<file path="config.mk">
export PLATFORM = sky130hd
export DESIGN_NAME = dmem_port_arbiter
export DESIGN_NICKNAME = d
export VERILOG_FILES = /design/src/rtl/dmem_port_arbiter.sv
export SDC_FILE = /design/constraint.sdc
export NUM_CORES = 1
export LEC_CHECK = 0
export CORE_AREA = 3 3 99 101
export CTS_CLUSTER_DIAMETER = 120
export DETAILED_ROUTE_END_ITERATION = 16
export DIE_AREA = 0 0 102 104
export PLACE_DENSITY = 0.67
export REMOVE_ABC_BUFFERS = 1
export SLEW_MARGIN = 20
export SYNTH_ARGS = -nofsm -noshare
export SYNTH_HDL_FRONTEND = slang
export SYNTH_SLANG_ARGS = --single-unit
</file>
<file path="constraint.sdc">
create_clock -name clk -period 3.9 [get_ports clk]
set_input_delay 1.17 -clock clk [delete_from_list [all_inputs] [get_ports clk]]
set_output_delay 1.17 -clock clk [all_outputs]
set_load 0.05 [all_outputs]
</file>
<file path="src/rtl/dmem_port_arbiter.sv">
// Two-port arbiter in front of the single-ported data memory: CPU (A) has priority, B gets a forced grant after STARVE_LIMIT denials.
// Optional statistics counters are compiled in with `define DMEM_ARB_STATS_EN.
module dmem_port_arbiter #(
  parameter int ADDR_W       = 14,
  parameter int DATA_W       = 32,
  parameter int STARVE_LIMIT = 4
) (
  input  logic              clk,
  input  logic              rst_n,
  input  logic              a_req,
  input  logic [3:0]        a_we,
  input  logic [ADDR_W-1:0] a_addr,
  input  logic [DATA_W-1:0] a_wdata,
  output logic              a_gnt,
  output logic              a_stall,
  output logic              a_rvalid,
  output logic [DATA_W-1:0] a_rdata,
  input  logic              b_req,
  input  logic [3:0]        b_we,
  input  logic [ADDR_W-1:0] b_addr,
  input  logic [DATA_W-1:0] b_wdata,
  output logic              b_gnt,
  output logic              b_rvalid,
  output logic [DATA_W-1:0] b_rdata,
  output logic              mem_en,
  output logic [3:0]        mem_we,
  output logic [ADDR_W-1:0] mem_addr,
  output logic [DATA_W-1:0] mem_din,
  input  logic [DATA_W-1:0] mem_dout
`ifdef DMEM_ARB_STATS_EN
  ,
  output logic [31:0]       a_stall_cnt,
  output logic [15:0]       b_force_cnt,
  output logic [31:0]       conflict_cnt
`endif
);

  localparam logic [3:0] LIMIT = 4'(STARVE_LIMIT);

  logic [3:0] starve_cnt_q, starve_cnt_d;
  logic       force_b_q, force_b_d;
  logic       rd_pending_q, rd_pending_d;
  logic       rd_owner_q, rd_owner_d;

  function automatic logic [3:0] sat_inc(input logic [3:0] cnt);
    return (cnt >= LIMIT) ? LIMIT : cnt + 4'd1;
  endfunction

  // Grant: forced B beats A, A beats unforced B; never both.
  always_comb begin
    b_gnt = b_req & (force_b_q | ~a_req);
    a_gnt = a_req & ~b_gnt;
  end

  assign a_stall = a_req & ~a_gnt;

  always_comb begin
    mem_en   = a_gnt | b_gnt;
    mem_we   = 4'b0000;
    mem_addr = a_addr;
    mem_din  = a_wdata;
    if (b_gnt) begin
      mem_we   = b_we;
      mem_addr = b_addr;
      mem_din  = b_wdata;
    end else if (a_gnt) begin
      mem_we   = a_we;
    end
  end

  always_comb begin
    starve_cnt_d = 4'd0;
    if (b_req && !b_gnt)
      starve_cnt_d = sat_inc(starve_cnt_q);
    force_b_d    = (starve_cnt_d == LIMIT);
    // A zero write mask is a read; owner is whichever port held the grant.
    rd_pending_d = (a_gnt && (a_we == 4'b0000)) || (b_gnt && (b_we == 4'b0000));
    rd_owner_d   = b_gnt;
  end

  always_ff @(posedge clk or negedge rst_n) begin
    if (!rst_n) begin
      starve_cnt_q <= 4'd0;
      force_b_q    <= 1'b0;
      rd_pending_q <= 1'b0;
      rd_owner_q   <= 1'b0;
    end else begin
      starve_cnt_q <= starve_cnt_d;
      force_b_q    <= force_b_d;
      rd_pending_q <= rd_pending_d;
      rd_owner_q   <= rd_owner_d;
    end
  end

  assign a_rvalid = rd_pending_q & ~rd_owner_q;
  assign b_rvalid = rd_pending_q &  rd_owner_q;
  assign a_rdata  = mem_dout;
  assign b_rdata  = mem_dout;

`ifdef DMEM_ARB_STATS_EN
  logic [31:0] a_stall_cnt_q;
  logic [15:0] b_force_cnt_q;
  logic [31:0] conflict_cnt_q;

  always_ff @(posedge clk or negedge rst_n) begin
    if (!rst_n) begin
      a_stall_cnt_q  <= 32'd0;
      b_force_cnt_q  <= 16'd0;
      conflict_cnt_q <= 32'd0;
    end else begin
      if (a_stall)              a_stall_cnt_q  <= a_stall_cnt_q + 32'd1;
      if (force_b_q && b_req)   b_force_cnt_q  <= b_force_cnt_q + 16'd1;
      if (a_req && b_req)       conflict_cnt_q <= conflict_cnt_q + 32'd1;
    end
  end

  assign a_stall_cnt  = a_stall_cnt_q;
  assign b_force_cnt  = b_force_cnt_q;
  assign conflict_cnt = conflict_cnt_q;
`endif

endmodule

</file>
==> metrics.txt, run 1 <==
maximum clock frequency 0.261 GHz; status complete, no violations; Max-Cap Viols 0; Layout area overhead 104%; Cell Area, Placed 3320 um^2; Core Area 9110 um^2; Hold WS 0.471 ns; register bit count reported by yosys 7; Setup Buffers After CTS 0; Chip Height 104 um; startpoint types input pin; initial antenna violation count 0; post-DR wirelength/cell 21.4 um; Filler Cell Count 893; leading area contributor after synthesis mux2_4; yosys warns 0; Die ar. 10600 um^2; Max clock buf depth 2; met2 WL 3180 um; vias in the first global route 1687; final hold vios 0; critical path arrival 2.67 ns; RSZ-0062 raised after global routing no; DIE WIDTH 102 um; CP peak stage delay 0.47 ns; Leak Pwr 1.47 nW; global route overflow 0; maximum vdd drop 0.0000780 V; Crit path max-delay family buffers and inverters; worst clock skew 0.00431 ns; routed vias 1550; CTS tree yes; Period minus WS final 3.84 ns; Buffers & Inverters on Critical Path 3; pre-CTS WS 0.0300 ns; Final Cycle Share 0.984; Mapped Cells 157; min-delay worst type reg2reg; Final Non-Filler Cells 368; drt via density 4.21; largest net degree at the start of global routing 20; drt total wl 7890 um; pwr dens 227 nW/um^2; CTS H-tree depth 1; final HPWL from detailed placement 6970 um; synth top area cells mux2_4, buf_4, dfrtp_1, buf_12, buf_6; # IOs 256; Layout Utilization 0.371; CP cell instances clkdlybuf4s50_1 > nand2b_4 > and2_4 > buf_12 > mux2_4 > buf_12; GPL Wtd Cong 0.793; antenna cells 0; Total GRT Usage 0.141; final setup margin 0.0620 ns; PortBufs 159; FP Rows 35; syn avg cell area 10.5 um^2; M1 WL 3230 um; final slew viol count 0; Crit. End Element primary output; DRC violations left 0; clock sinks 7; Critical-path top delay cell clkdlybuf4s50_1; fraction of layout cells with a size suffix above 1 0.451; clk_lat worst skew 0.22 ns; Crit path top cell by count buf_12; Seq/Total Area, Yosys 0.106; Synth top area share 0.400; clock slew at reported path FFs 0.04 ns; crit-path max FO 19; endpoints failing setup 0; cts bufs inserted 3; Layout Nets 395; Synth Cell Area 1650 um^2; global-route wire length before repair 11000 um; commonest non-fill, non-tap cell in the layout clkdlybuf4s50_1; max layer used met5; Finished Cell Area 3380 um^2; initial cell density of the core 0.181; distinct cell type count after synthesis 26; drt initial violations 39; DP Cell Count 363; Worst Setup Path Type in2out; root buf cell clkbuf_8; Req. time, crit path 2.73 ns; DRT Pass-1 Iters 6; commonest non-fill, non-tap cells in the layout clkdlybuf4s50_1, buf_12, mux2_4, buf_4, dfrtp_1; Final ANT Viol Nets 0; met3 WL 1370 um
-- path summary, 6_finish.rpt --
check	start	endpoint	slack, ns	cells after the start
min	starve_cnt_q[0]$_DFF_PN0_	starve_cnt_q[0]$_DFF_PN0_	0.47	1
max	a_req	mem_din[14]	0.06	6
max reg2reg	force_b_q$_DFF_PN0_	rd_pending_q$_DFF_PN0_	2.80	3
max in group asynchronous	rst_n	rd_owner_q$_DFF_PN0_	2.43	1
min in group asynchronous	rst_n	starve_cnt_q[0]$_DFF_PN0_	1.22	1
min reg2reg	starve_cnt_q[0]$_DFF_PN0_	starve_cnt_q[0]$_DFF_PN0_	0.47	1
-- flip-flops by register name, summed over array words and instances, names as in the netlist --
signal        cells
rd_owner_q        1
rd_pending_q      1
starve_cnt_q      4
force_b_q         1
-- synth_stat cells --
cell type   n
clkbuf_2    1
a21boi_0    1
nand3_1     4
nor4b_1     1
nor4_1      3
a21oi_1     1
nor2_1      2
nor2b_1     1
conb_1      1
o21ai_0     4
nand3b_1    2
mux2_2      2
mux2_4     44
buf_6       3
dfrtp_1     7
buf_4      64
buf_12      4
nor3_1      1
ha_1        1
and3_1      1
or2_2       1
nand2b_4    1
and2_1      1
and2_4      1
nand2_1     4
a22o_1      1
-- per-layer routing --
metal,vias to the layer above,track usage
li1,669,-
met1,707,0.182
met2,167,0.177
met3,5,0.111
met4,2,0.0216
met5,-,0.108
-- stage by stage --
stage	setup TNS [ns]	total power, mW
4_1_cts	0	0.773
2_1_floorplan	-0.498	0.345
6_report	0	0.765
3_3_place_gp	0	0.667
3_5_place_dp	0	0.671
5_1_grt	0	0.795
-- kinds of logic (layout without fill, tap and decap cells) --
logic type                 after synthesis  after routing  synth area share
adders and majority gates                1              1           0.00757
and+or+nand+nor                         23             24            0.0833
muxes                                   46             46             0.413
AOI/OAI and AO/OA                        7              7            0.0250
buffers and inverters                   72            171             0.363
DFF                                      7              7             0.106
other                                    1              1           0.00227
-- where the power goes --
group          internal (mW)  switching [mW]
clock network         0.0690          0.0298
logic                  0.324           0.265
registers             0.0759         0.00226
total                  0.468           0.297
-- layout make-up --
| cell class | count | area (um^2) | area share |
|---|---|---|---|
| Multi-Input combinational cell | 79 | 886 | 0.262 |
| Sequential cell | 7 | 175 | 0.0518 |
| Clock buffer | 3 | 41.3 | 0.0122 |
| Clock inverter | 1 | 5.00 | 0.00148 |
| Timing Repair Buffer | 167 | 2130 | 0.631 |
| Tap cell | 111 | 139 | 0.0411 |
-- timing repair --
action,in CTS,in global routing
endpoints found under the hold margin,0,0
gates resized for setup,0,1
hold buffers,0,0
setup endpoints to repair,0,6
No activity file was read; power rests on OpenSTA's default activity.
==> run 2, diff against run 1 <==
--- a/config.mk
+++ b/config.mk
@@ -5,6 +5,7 @@
 export SDC_FILE = /design/constraint.sdc
 export NUM_CORES = 1
 export LEC_CHECK = 0
+export ABC_CLOCK_PERIOD_IN_PS = 3900
 export CORE_AREA = 3 3 99 101
 export CTS_CLUSTER_DIAMETER = 120
 export DETAILED_ROUTE_END_ITERATION = 16
==> results of run 2 <==
No change in the layout: final DEF, timing and power equal those of run 1.
